`src/rtl/rpm_meter_if.sv`:
```
// rpm_meter_if: measurement enable, Hall input and speed result bundle for rpm_meter
interface rpm_meter_if #(parameter int RPM_W = 11);
   logic             en;
   logic             hall_in;
   logic [RPM_W-1:0] rpm;
   logic             rpm_valid;
   logic             overflow;
   logic             busy;
   modport master (output en, hall_in, input rpm, rpm_valid, overflow, busy);
   modport slave  (input en, hall_in, output rpm, rpm_valid, overflow, busy);
endinterface

```
`src/rtl/rpm_meter.sv`:
```
// rpm_meter: gated Hall-edge count scaled to RPM by a shift-add multiplier; RPM_AVG_EN averages the last 4 results
module rpm_meter #(
   parameter int COUNT_W     = 11,
   parameter int RPM_W       = 11,
   parameter int SCALE       = 10,
   parameter int GATE_CYCLES = 5_000_000
) (
   input  logic         clk,
   input  logic         rst,
   rpm_meter_if.slave   bus
);
   localparam int P  = COUNT_W + RPM_W;
   localparam int GW = $clog2(GATE_CYCLES);
   localparam int KW = $clog2(COUNT_W + 1);
   typedef enum logic [1:0] {IDLE, MUL, OUT} state_t;
   state_t             state, nxt;
   logic [2:0]         sync;
   logic               edge_p, term, lat_stb, cnt_max, cnt_sat, lat_sat, last, prod_sat, res_ovf;
   logic [GW-1:0]      gate_cnt;
   logic [COUNT_W-1:0] edge_cnt, latched_cnt, mp;
   logic [P-1:0]       acc, mc, acc_nxt;
   logic [KW-1:0]      k;
   logic [RPM_W-1:0]   res;

   generate
      if (GATE_CYCLES <= COUNT_W + 3 || SCALE < 1 || SCALE >= 2 ** RPM_W) begin : g_bad_params
         $error("rpm_meter: GATE_CYCLES must exceed COUNT_W+3 and SCALE must be 1..2**RPM_W-1");
      end
   endgenerate

   assign term     = bus.en && gate_cnt == GW'(GATE_CYCLES - 1);
   assign cnt_max  = &edge_cnt;
   assign acc_nxt  = acc + (mp[0] ? mc : '0);
   assign last     = k == KW'(COUNT_W - 1);
   assign prod_sat = |acc_nxt[P-1:RPM_W];

   // two-flop Hall synchroniser plus a registered rising-edge pulse
   always_ff @(posedge clk or posedge rst)
      if (rst) begin
         sync   <= '0;
         edge_p <= 1'b0;
      end else begin
         sync   <= {sync[1:0], bus.hall_in};
         edge_p <= sync[1] & ~sync[2];
      end

   // gate window and saturating edge counter; the terminal cycle hands the count (incl. its own edge) to the multiplier
   always_ff @(posedge clk or posedge rst)
      if (rst) begin
         gate_cnt    <= '0;
         edge_cnt    <= '0;
         cnt_sat     <= 1'b0;
         latched_cnt <= '0;
         lat_sat     <= 1'b0;
         lat_stb     <= 1'b0;
      end else begin
         lat_stb <= term;
         if (!bus.en || term) begin
            gate_cnt <= '0;
            edge_cnt <= '0;
            cnt_sat  <= 1'b0;
         end else begin
            gate_cnt <= gate_cnt + 1'b1;
            edge_cnt <= edge_cnt + COUNT_W'(edge_p & ~cnt_max);
            cnt_sat  <= cnt_sat | (edge_p & cnt_max);
         end
         if (term) begin
            latched_cnt <= edge_cnt + COUNT_W'(edge_p & ~cnt_max);
            lat_sat     <= cnt_sat | (edge_p & cnt_max);
         end
      end

   // multiplier FSM state register
   always_ff @(posedge clk or posedge rst)
      if (rst) state <= IDLE;
      else     state <= nxt;

   // latch strobe starts the multiply; COUNT_W MUL cycles, then a single OUT cycle
   always_comb begin
      nxt = IDLE;
      if (state == IDLE)     nxt = lat_stb ? MUL : IDLE;
      else if (state == MUL) nxt = last ? OUT : MUL;
   end

   // LSB-first shift-add; the final partial sum is saturated straight into the result register
   always_ff @(posedge clk or posedge rst)
      if (rst) begin
         acc     <= '0;
         mc      <= '0;
         mp      <= '0;
         k       <= '0;
         res     <= '0;
         res_ovf <= 1'b0;
      end else if (state == IDLE && lat_stb) begin
         acc <= '0;
         mc  <= P'(SCALE);
         mp  <= latched_cnt;
         k   <= '0;
      end else if (state == MUL) begin
         acc <= acc_nxt;
         mc  <= mc << 1;
         mp  <= mp >> 1;
         k   <= k + 1'b1;
         if (last) begin
            res     <= prod_sat ? '1 : acc_nxt[RPM_W-1:0];
            res_ovf <= prod_sat | lat_sat;
         end
      end

`ifdef RPM_AVG_EN
   logic [2:0][RPM_W-1:0] hist;
   logic [2:0]            hist_ovf;
   logic [RPM_W+1:0]      sum;
   logic [RPM_W-1:0]      rpm_q;
   logic                  ovf_q, vld_q;

   assign sum = (RPM_W+2)'(res) + (RPM_W+2)'(hist[0]) + (RPM_W+2)'(hist[1]) + (RPM_W+2)'(hist[2]);

   // averaging stage: the fresh result joins three older ones and the truncated mean is registered
   always_ff @(posedge clk or posedge rst)
      if (rst) begin
         hist     <= '0;
         hist_ovf <= '0;
         rpm_q    <= '0;
         ovf_q    <= 1'b0;
         vld_q    <= 1'b0;
      end else begin
         vld_q <= state == OUT;
         if (state == OUT) begin
            hist     <= {hist[1:0], res};
            hist_ovf <= {hist_ovf[1:0], res_ovf};
            rpm_q    <= sum[RPM_W+1:2];
            ovf_q    <= res_ovf | (|hist_ovf);
         end
      end

   assign bus.rpm       = rpm_q;
   assign bus.overflow  = ovf_q;
   assign bus.rpm_valid = vld_q;
`else
   assign bus.rpm       = res;
   assign bus.overflow  = res_ovf;
   assign bus.rpm_valid = state == OUT;
`endif
   assign bus.busy = state != IDLE;
endmodule

```
`src/flat_wrapper.sv`:
```
// flat-port wrapper written by rule: the top's interface ports become plain ports
module rpm_meter_flat 
#(
   parameter int COUNT_W     = 11,
   parameter int RPM_W       = 11,
   parameter int SCALE       = 10,
   parameter int GATE_CYCLES = 5_000_000
)
  (clk, rst, bus_en, bus_hall_in, bus_rpm, bus_rpm_valid, bus_overflow, bus_busy);
  rpm_meter_if #(.RPM_W(RPM_W)) bus_i ();
  input  logic clk;
  input  logic rst;
  input wire logic [$bits(bus_i.en)-1:0] bus_en;
  input wire logic [$bits(bus_i.hall_in)-1:0] bus_hall_in;
  output wire logic [$bits(bus_i.rpm)-1:0] bus_rpm;
  output wire logic [$bits(bus_i.rpm_valid)-1:0] bus_rpm_valid;
  output wire logic [$bits(bus_i.overflow)-1:0] bus_overflow;
  output wire logic [$bits(bus_i.busy)-1:0] bus_busy;
  assign bus_i.en = bus_en;
  assign bus_i.hall_in = bus_hall_in;
  assign bus_rpm = bus_i.rpm;
  assign bus_rpm_valid = bus_i.rpm_valid;
  assign bus_overflow = bus_i.overflow;
  assign bus_busy = bus_i.busy;
  rpm_meter #(.COUNT_W(COUNT_W), .RPM_W(RPM_W), .SCALE(SCALE), .GATE_CYCLES(GATE_CYCLES)) u_core (.clk(clk), .rst(rst), .bus(bus_i));
endmodule
```
`config.mk`:
```
export PLATFORM = sky130hd
export DESIGN_NAME = rpm_meter_flat
export DESIGN_NICKNAME = d
export VERILOG_FILES = /design/src/rtl/rpm_meter_if.sv /design/src/rtl/rpm_meter.sv /design/src/flat_wrapper.sv
export SDC_FILE = /design/constraint.sdc
export NUM_CORES = 1
export LEC_CHECK = 0
export CELL_PAD_IN_SITES_DETAIL_PLACEMENT = 0
export CELL_PAD_IN_SITES_GLOBAL_PLACEMENT = 1
export CORE_ASPECT_RATIO = 1.25
export CORE_UTILIZATION = 30
export CTS_CLUSTER_SIZE = 12
export DETAILED_ROUTE_END_ITERATION = 10
export GPL_ROUTABILITY_DRIVEN = 0
export PLACE_DENSITY = 0.57
export SLEW_MARGIN = 5
export SYNTH_ARGS = -nofsm -noshare
export SYNTH_HDL_FRONTEND = slang
export SYNTH_SLANG_ARGS = --single-unit
```
`constraint.sdc`:
```
create_clock -name clk -period 4.8 [get_ports clk]
set_clock_uncertainty 0.15 [all_clocks]
set_input_delay 0.96 -clock clk [delete_from_list [all_inputs] [get_ports clk]]
set_output_delay 0.96 -clock clk [all_outputs]
set_load 0.01 [all_outputs]
```
# Word-level counts from Yosys, hierarchy flattened
# Index checks and enable logic that the tools add are counted.
[totals]
reg_bits = 125
[op_classes]
add_sub_neg = 4
bitwise_logic = 8
muxes = 17
n_eq_ne = 4
n_reduce_logical = 10
[ops]
columns = ["cell", "n"]
rows = [
  ["two-way mux 22 bit", 5],
  ["two-way mux 11 bit", 4],
  ["adder 23 x 1 -> 23 bit, second input constant", 1],
  ["== test 23 bit, second input constant", 1],
  ["two-way mux 23 bit", 1],
  ["adder 22 bit", 1],
  ["adder 11 bit", 1],
  ["bitwise AND 1 x 11 -> 11 bit", 1],
  ["NOT 1 -> 11 bit", 1],
  ["AND reduction 11 bit", 1],
  ["OR reduction 11 bit", 1],
  ["two-way mux 4 bit", 2],
  ["two-way mux 2 bit", 3],
  ["adder 4 x 1 -> 4 bit, second input constant", 1],
  ["== test 4 bit, second input constant", 1],
  ["nonzero test 2 bit", 2],
  ["AND reduction 3 bit", 1],
  ["bitwise AND 1 bit", 2],
  ["== test 2 x 1 -> 1 bit, second input constant", 1],
  ["== test 2 bit, second input constant", 1],
  ["logical AND 1 bit", 2],
  ["logical NOT 2 bit", 1],
  ["two-way mux 1 bit", 2],
  ["NOT 1 bit", 2],
  ["3 further kinds", 4],
]

# Longest topological paths before layout
# Gate-level depths: netlist of the first run.
[depth]
word_depth = 5
depth_mapped = 13
mapped_depth_nobuf = 11

# Worst setup path after synthesis of the first run
# No wires, ideal clock.
[synth_path]
path_kind = "register to register"
start = "register u_core.mp[0]"
end = "register u_core.res_ovf, in the netlist u_core.bus.overflow"
arrival_ns = 2.903
setup_slack_ns = 1.618
required_ns = 4.521
path_stages_with_launch = 14
path_cell_list = "dfrtp_1 > clkbuf_1 > and2_1 > ha_1 > inv_1 > fa_1 > nor2b_1 > o2111ai_2 > a211o_1 > and4_1 > o21a_1 > nor3_1 > buf_2 > a31oi_1"
[synth_via]
elab_chain_cells = 4
[synth_rtl]
columns = ["element", "line", "source"]
rows = [
  ["start: declaration", "rpm_meter.sv:20", "logic [COUNT_W-1:0] edge_cnt, latched_cnt, mp;"],
  ["start signal: assignment", "rpm_meter.sv:97", "mp <= latched_cnt;"],
  ["start signal: assignment", "rpm_meter.sv:102", "mp <= mp >> 1;"],
  ["two-way mux 22 bit", "rpm_meter.sv:33", "assign acc_nxt = acc + (mp[0] ? mc : '0);"],
  ["adder 22 bit", "rpm_meter.sv:33", ""],
  ["OR reduction 11 bit", "rpm_meter.sv:35", "assign prod_sat = |acc_nxt[P-1:RPM_W];"],
  ["bitwise OR 1 bit", "rpm_meter.sv:106", "res_ovf <= prod_sat | lat_sat;"],
  ["end signal: assignment", "rpm_meter.sv:106", ""],
  ["end: declaration", "rpm_meter.sv:18", "logic edge_p, term, lat_stb, cnt_max, cnt_sat, lat_sat, last, prod_sat, res_ovf;"],
]
# No other way between the ends.
# A chain may end at the register's enable or synchronous reset.

# Worst setup path after layout of the first run
[layout_path]
start = "register u_core.mp[0]"
end = "register u_core.res[2], in the netlist u_core.bus.rpm[2]"
[layout_via]
elab_chain_cells = 4
[layout_rtl]
columns = ["element", "line", "source"]
rows = [
  ["two-way mux 22 bit *", "rpm_meter.sv:33", ""],
  ["adder 22 bit *", "rpm_meter.sv:33", ""],
  ["OR reduction 11 bit", "rpm_meter.sv:35", ""],
  ["two-way mux 11 bit *", "rpm_meter.sv:105", "res <= prod_sat ? '1 : acc_nxt[RPM_W-1:0];"],
  ["end signal: assignment", "rpm_meter.sv:105", ""],
  ["end: declaration", "rpm_meter.sv:23", "logic [RPM_W-1:0] res;"],
]
# Mark *: on every way between the ends. The rest lies on a longest branch, timed or not.

==> insert_results.sql, run 1 <==
INSERT INTO impl_metrics (metric_group, metric, value, unit) VALUES
('final_layout', 'area_delta_synth_final', '16.9', '%'),
('final_layout', 'stdcell_area', '0.00749', 'mm^2'),
('worst_setup_path', 'r2r_cells', '12', ''),
('synth', 'yosys.cell_count.top_type', 'sky130_fd_sc_hd__dfrtp_1', ''),
('sta', 'timing.final.crit_period', '3710', 'ps'),
('final_layout', 'layout.cells.non_filler', '988', ''),
('worst_setup_path', 'ff2ff_setup_slack', '1090', 'ps'),
('grt', 'grtUsageTotal', '0.148', ''),
('route', 'number_of_design_rule_violations_left_by_the_first_detailed_router_iteration', '217', ''),
('clocking', 'cts.clk_slew.worst_paths', '50', 'ps'),
('route', 'firstDrtPassIters', '4', ''),
('clocking', 'htree_num_levels', '4', ''),
('flow_run', 'max_cap_violation_count', '0', ''),
('sta', 'report.final.setup_viol', '0', ''),
('worst_setup_path', 'critical_path.n_buffers_inverters', '2', ''),
('worst_setup_path', 'crit_type', 'reg2reg', ''),
('clocking', 'cts_sinks', '123', ''),
('pwr', 'p_leak', '3.40', 'nW'),
('outcome', 'run_status', 'finished clean', ''),
('sta', 'rsz_0062_raised_after_global_routing', 'no', ''),
('die', 'die_h', '165', 'um'),
('grt', 'antenna_found_initial', '0', ''),
('clocking', 'cts_setup_buffers', '0', ''),
('route', 'postRouteAntennaNets', '0', ''),
('sta', 'hold_slack', '205', 'ps'),
('synth', 'yosys.area.top_type_share', '0.481', ''),
('sta', 'worstMarginPinSlew', '1080', 'ps'),
('synth', 'synthArstFlopShare', '1.00', ''),
('clocking', 'numCtsBuffers', '17', ''),
('sta', 'timing.setup.tns', '0', 'ps'),
('die', 'core_region_area', '0.0209', 'mm^2'),
('clocking', 'clk_latency', '420', 'ps'),
('pwr', 'power_density', '401', 'mW/mm^2'),
('die', 'initial_core_util', '0.307', ''),
('die', 'io_pins', '18', ''),
('synth', 'synth.mux.area_fraction', '0.00352', ''),
('synth', 'yosys-top-cells-count', 'sky130_fd_sc_hd__dfrtp_1 (123), sky130_fd_sc_hd__nand2_1 (119), sky130_fd_sc_hd__nor2_1 (64), sky130_fd_sc_hd__o21ai_0 (47), sky130_fd_sc_hd__xor2_1 (27)', ''),
('worst_setup_path', 'worst_path_dominant_cell_family', 'compound AO/OA/AOI/OAI gates', ''),
('synth', 'post_synth_and_or_nand_nor_area_fraction', '0.220', ''),
('die', 'dieArea', '0.0219', 'mm^2'),
('worst_setup_path', 'critPathSlowestCell', 'sky130_fd_sc_hd__dfrtp_1', ''),
('grt', 'maximum_number_of_pins_on_one_net_before_global_route_repair', '58', ''),
('grt', 'number_of_global_route_vias_before_repair', '5134', ''),
('final_layout', 'fin_nets', '733', ''),
('placement', 'hpwlAfterDp', '10400', 'um'),
('final_layout', 'total_inserted_antenna_cells', '0', ''),
('worst_setup_path', 'cp_cell_sequence', 'and2_1 > ha_1 > inv_1 > fa_1 > nor2b_1 > o2111ai_2 > a21oi_1 > a2111o_1 > o2111ai_1 > nor4_2 > buf_4 > a41oi_1', ''),
('synth', 'syn-instance-count', '688', ''),
('worst_setup_path', 'worst-endpoint-required', '4930', 'ps'),
('sta', 'final_critical_path_setup_slack', '1090', 'ps'),
('synth', 'synth_enable_flop_cells', '0', ''),
('worst_setup_path', 'crit_path_max_incr_delay', '720', 'ps'),
('grt', 'grt_overflow', '0', ''),
('synth', 'dominant_combinational_cell_family_by_area_after_synthesis', 'simple AND/OR/NAND/NOR gates', ''),
('synth', 'synth_seq_cells', '123', ''),
('worst_setup_path', 'worst-endpoint-arrival', '3850', 'ps'),
('clocking', 'clock_tree.buffer_depth', '2', ''),
('min_path', 'timing.hold.worst.class', 'reg2reg', ''),
('route', 'viasPerCell', '5.02', ''),
('worst_setup_path', 'worst_setup_path_start_kind', 'register', ''),
('clocking', 'post_cts_resized', '0', ''),
('synth', 'synth_fa_ha_area_frac', '0.0520', ''),
('die', 'die_width', '133', 'um'),
('grt', 'grt_first_pass_wirelength', '25600', 'um'),
('worst_setup_path', 'timing.critical_path.to_type', 'register', ''),
('route', 'totalWireLength', '15000', 'um'),
('placement', 'dpl-instance-area', '0.00688', 'mm^2'),
('placement', 'place_ws', '1050', 'ps'),
('synth', 'ys_types', '62', ''),
('route', 'number_of_remaining_drc_errors', '0', ''),
('synth', 'post_synth.cell_area_avg', '9.31', 'um^2');
==> cell usage in the layout (no fill, tap or decap), types with 12 or more instances in the layout <==
master | Yosys | routed
sky130_fd_sc_hd__a21o_1 | 12 | 12
sky130_fd_sc_hd__a21oi_1 | 14 | 14
sky130_fd_sc_hd__a31oi_1 | 14 | 14
sky130_fd_sc_hd__and2_1 | 21 | 21
sky130_fd_sc_hd__and3_1 | 14 | 14
sky130_fd_sc_hd__clkbuf_16 | 0 | 17
sky130_fd_sc_hd__clkdlybuf4s50_1 | 0 | 17
sky130_fd_sc_hd__dfrtp_1 | 123 | 123
sky130_fd_sc_hd__ha_1 | 25 | 25
sky130_fd_sc_hd__inv_1 | 14 | 13
sky130_fd_sc_hd__nand2_1 | 119 | 119
sky130_fd_sc_hd__nand3_1 | 24 | 24
sky130_fd_sc_hd__nor2_1 | 64 | 63
sky130_fd_sc_hd__nor3_1 | 21 | 20
sky130_fd_sc_hd__o21ai_0 | 47 | 47
sky130_fd_sc_hd__xnor2_1 | 13 | 13
sky130_fd_sc_hd__xor2_1 | 27 | 27
==> registers in the layout, indices dropped and copies added, names as in the netlist, 2 cells and up <==
| signal | flops |
|---|---|
| u_core.mc | 21 |
| u_core.mp | 11 |
| u_core.sync | 3 |
| u_core.acc | 21 |
| u_core.bus.rpm | 11 |
| u_core.latched_cnt | 11 |
| u_core.k | 4 |
| u_core.edge_cnt | 11 |
| u_core.gate_cnt | 23 |
| u_core.state | 2 |
==> final timing paths <==
path,start,endpoint
max in group asynchronous,rst,u_core.bus.overflow
hold reg to reg,u_core.sync[0],u_core.sync[1]
setup reg to reg,u_core.mp[0],u_core.bus.rpm[2]
min in group asynchronous,rst,u_core.state[1]
setup / recovery,u_core.mp[0],u_core.bus.rpm[2]
hold / removal,u_core.sync[0],u_core.sync[1]
==> per-stage QoR <==
step,power (mW),util
2_1_floorplan,1.49,-
3_3_place_gp,1.69,0.329
3_5_place_dp,1.71,0.329
4_1_cts,3.05,0.358
5_1_grt,3.16,0.358
6_report,3.00,0.358
==> layer usage <==
layer / share of wire / vias up / track usage
met5: 0 / - / 0
met4: 0.012 / 0 / 0.0517
met3: 0.017 / 14 / 0.0284
met2: 0.52 / 47 / 0.274
met1: 0.45 / 2438 / 0.170
li1: - / 2458 / -
==> area by class of cell <==
class	instances	area (um^2)
clock buffer	24	502
sequential	123	3080
timing repair buffer	27	245
multi-input combinational	520	3160
fill	2078	13400
inverter	14	55.1
tap	274	343
clock inverter	6	110
==> cells by family (layout without fill, tap and decap cells) <==
| group | Yosys count | in the layout |
|---|---|---|
| buffers and inverters | 45 | 71 |
| AOI/OAI and AO/OA | 150 | 150 |
| xor gates and xnor gates | 40 | 40 |
| adders and majority gates | 26 | 26 |
| and+or+nand+nor | 302 | 302 |
| DFF | 123 | 123 |
| muxes | 2 | 2 |
==> report_power, final <==
part,leakage (nW),internal (mW),switching [mW]
sequential,1.69,1.14,0.0743
clock,0.294,0.879,0.450
combinational,1.42,0.167,0.284
total,3.40,2.19,0.809
==> worst register-to-register path, cell delays in order (launching register included) <==
cell and delay, ps:
sky130_fd_sc_hd__dfrtp_1 720, sky130_fd_sc_hd__and2_1 220, sky130_fd_sc_hd__ha_1 160, sky130_fd_sc_hd__inv_1 50, sky130_fd_sc_hd__fa_1 390, sky130_fd_sc_hd__nor2b_1 200, sky130_fd_sc_hd__o2111ai_2 230, sky130_fd_sc_hd__a21oi_1 450
sky130_fd_sc_hd__a2111o_1 240, sky130_fd_sc_hd__o2111ai_1 140, sky130_fd_sc_hd__nor4_2 280, sky130_fd_sc_hd__buf_4 220, sky130_fd_sc_hd__a41oi_1 130
No activity file was read; power rests on OpenSTA's default activity.
==> run 2, diff against run 1 <==
Clock period 4.8 ns to 3.85 ns, I/O delays scaled along.
==> run 2 against run 1 <==
  * Sequential power is 25% higher
  * Critical endpoint is now u_core.bus.rpm[1]
  * Flip-flop and latch count stayed put
  * Setup slack worse by 580 ps
  * Fmax is 11% higher
  * Largest power group unchanged
  * Utilization is 0.35 points higher
  * Largest cell class unchanged
==> insert_results.sql, run 2 (synthesized netlist as in run 1, its figures left out) <==
INSERT INTO impl_metrics (metric_group, metric, value, unit) VALUES
('worst_setup_path', 'crit_type', 'reg2reg', ''),
('grt', 'grt_overflow', '0', ''),
('final_layout', 'total_inserted_antenna_cells', '0', ''),
('clocking', 'numCtsBuffers', '17', ''),
('grt', 'gr-usage-met2', '0.264', ''),
('sta', 'final_min_period_over_clock_period', '0.867', ''),
('die', 'core_region_area', '0.0209', 'mm^2'),
('clocking', 'tritoncts', 'done', ''),
('final_layout', 'regMostFlops', 'u_core.gate_cnt', ''),
('placement', 'place_ws', '503', 'ps'),
('die', 'initial_core_util', '0.307', ''),
('route', 'route.vias.total', '4999', ''),
('clocking', 'post_cts_resized', '0', ''),
('clocking', 'cts_sinks', '123', ''),
('placement', 'dpl.cell_count', '961', ''),
('worst_setup_path', 'worst-endpoint-arrival', '3460', 'ps'),
('worst_setup_path', 'crit_start', 'u_core.mp[0]', ''),
('sta', 'timing.final.crit_period', '3340', 'ps'),
('sta', 'final_critical_path_setup_slack', '510', 'ps'),
('grt', 'antenna_found_initial', '0', ''),
('pwr', 'power.share.switching', '0.263', ''),
('clocking', 'clock_tree.buffer_depth', '2', ''),
('route', 'number_of_design_rule_violations_left_by_the_first_detailed_router_iteration', '274', ''),
('die', 'die_h', '165', 'um'),
('grt', 'maximum_number_of_pins_on_one_net_before_global_route_repair', '47', ''),
('sta', 'timing.setup.tns', '0', 'ps'),
('sta', 'worstMarginPinSlew', '982', 'ps'),
('clocking', 'clock-root-buffer', 'sky130_fd_sc_hd__clkbuf_16', ''),
('pwr', 'power_density', '502', 'mW/mm^2'),
('pwr', 'cell_internal_pwr', '2.80', 'mW'),
('worst_setup_path', 'r2r_start', 'u_core.mp[0]', ''),
('grt', 'grt_most_used_layer', 'met2', ''),
('grt', 'grtUsageTotal', '0.148', ''),
('sta', 'finalHoldViolCount', '0', ''),
('grt', 'use_met1', '0.174', ''),
('worst_setup_path', 'worst_path_dominant_cell_family', 'simple AND/OR/NAND/NOR gates', ''),
('final_layout', 'layout.cells.non_filler', '991', ''),
('pwr', 'peakVddDrop', '305', 'uV'),
('clocking', 'cts_setup_buffers', '0', ''),
('outcome', 'run_status', 'finished clean', ''),
('sta', 'slew_headroom', '0.344', ''),
('sta', 'rsz_0062_raised_after_global_routing', 'no', ''),
('die', 'dieArea', '0.0219', 'mm^2'),
('clocking', 'cts.clk_slew.worst_paths', '50', 'ps'),
('min_path', 'timing.hold.worst.class', 'reg2reg', ''),
('flow_run', 'max_cap_violation_count', '0', ''),
('final_layout', 'largest_registers', 'u_core.gate_cnt (23), u_core.acc (21), u_core.mc (21)', ''),
('worst_setup_path', 'worst_setup_path_start_kind', 'register', ''),
('pwr', 'p_leak', '3.44', 'nW'),
('pwr', 'combPwrFrac', '0.149', ''),
('route', 'viasPerCell', '5.04', ''),
('sta', 'report.final.setup_viol', '0', ''),
('pwr', 'p_seq_frac', '0.401', ''),
('grt', 'grt_first_pass_wirelength', '25400', 'um'),
('worst_setup_path', 'timing.critical_path.to_type', 'register', ''),
('sta', 'hold_slack', '200', 'ps'),
('final_layout', 'largest_register_ff_count', '23', ''),
('route', 'detail_route.wl_per_cell', '15.0', 'um'),
('route', 'postRouteAntennaNets', '0', ''),
('pwr', 'netSwitchingPower', '998', 'uW'),
('pwr', 'report.power.total', '3.80', 'mW'),
('final_layout', 'fin_nets', '736', ''),
('final_layout', 'area_delta_synth_final', '18.1', '%'),
('worst_setup_path', 'worst-endpoint-required', '3970', 'ps'),
('clocking', 'clk_latency', '410', 'ps'),
('final_layout', 'proportion_of_layout_cells_with_a_drive_suffix_above_1', '0.0809', ''),
('grt', 'number_of_global_route_vias_before_repair', '5104', ''),
('die', 'die_width', '133', 'um'),
('pwr', 'pwr-share-clk', '0.450', ''),
('worst_setup_path', 'cp_cell_sequence', 'buf_4 > and2_1 > ha_1 > and4_1 > and3_1 > o2111ai_1 > a21boi_0 > o2111ai_1 > nor4_2 > buf_4 > a41oi_1', ''),
('sta', 'drv_slew', '0', ''),
('placement', 'port-buffer-count', '17', ''),
('grt', 'gr-usage-met3', '0.0244', ''),
('final_layout', 'final_common_cell', 'sky130_fd_sc_hd__dfrtp_1', ''),
('clocking', 'post_cts_hold_buffer_count', '0', ''),
('placement', 'hpwlAfterDp', '10600', 'um'),
('worst_setup_path', 'crit_path_max_incr_delay', '420', 'ps'),
('min_path', 'start_point_of_the_worst_hold_path', 'u_core.sync[0]', ''),
('route', 'firstDrtPassIters', '4', ''),
('sta', 'fmax', '299', 'MHz'),
('clocking', 'htree_num_levels', '4', ''),
('final_layout', 'final_cell_mix', 'sky130_fd_sc_hd__dfrtp_1 (123), sky130_fd_sc_hd__nand2_1 (119), sky130_fd_sc_hd__nor2_1 (63)', ''),
('worst_setup_path', 'critical_path.n_buffers_inverters', '2', ''),
('worst_setup_path', 'crit_fanout', '20', ''),
('die', 'fp-row-count', '59', ''),
('route', 'number_of_remaining_drc_errors', '0', ''),
('route', 'totalWireLength', '14800', 'um'),
('die', 'io_pins', '18', ''),
('worst_setup_path', 'critPathSlowestCell', 'sky130_fd_sc_hd__ha_1', '');
## run 2: layout make-up
cell class | instances | area, um^2
Tap cell | 274 | 343
Clock inverter | 6 | 134
Fill cell | 2099 | 13300
Sequential cell | 123 | 3080
Inverter | 14 | 56.3
Multi-Input combinational cell | 520 | 3160
Clock buffer | 24 | 502
Timing Repair Buffer | 30 | 293
## run 2: layer usage
metal | vias to the layer above | routed length (um)
met4 | 0 | 280
li1 | 2461 | -
met5 | - | 0
met2 | 75 | 7520
met3 | 20 | 364
met1 | 2443 | 6670
## run 2: path summary, 6_finish.rpt
kind | endpoint | cells after the start | slack (ps)
max | u_core.bus.rpm[1] | 11 | 510
min reg2reg | u_core.sync[1] | 0 | 200
max reg2reg | u_core.bus.rpm[1] | 11 | 510
min in group asynchronous | u_core.state[0] | 2 | 780
max in group asynchronous | u_core.mc[13] | 3 | 2040
min | u_core.sync[1] | 0 | 200
## run 2: through the flow
stage	util	area, um^2
finish	0.362	7560
global route	0.362	7560
global placement	0.331	6930
CTS	0.362	7560
floorplan	-	6410
detailed placement	0.331	6930
## run 2: power by group through the flow
stage / clock network, mW / logic (mW) / registers (mW)
after floorplan: 0 / 0.311 / 1.55
after global placement: 0 / 0.572 / 1.54
after detailed placement: 0 / 0.581 / 1.55
after CTS: 1.76 / 0.580 / 1.53
after global routing: 1.83 / 0.643 / 1.54
final: 1.71 / 0.565 / 1.52
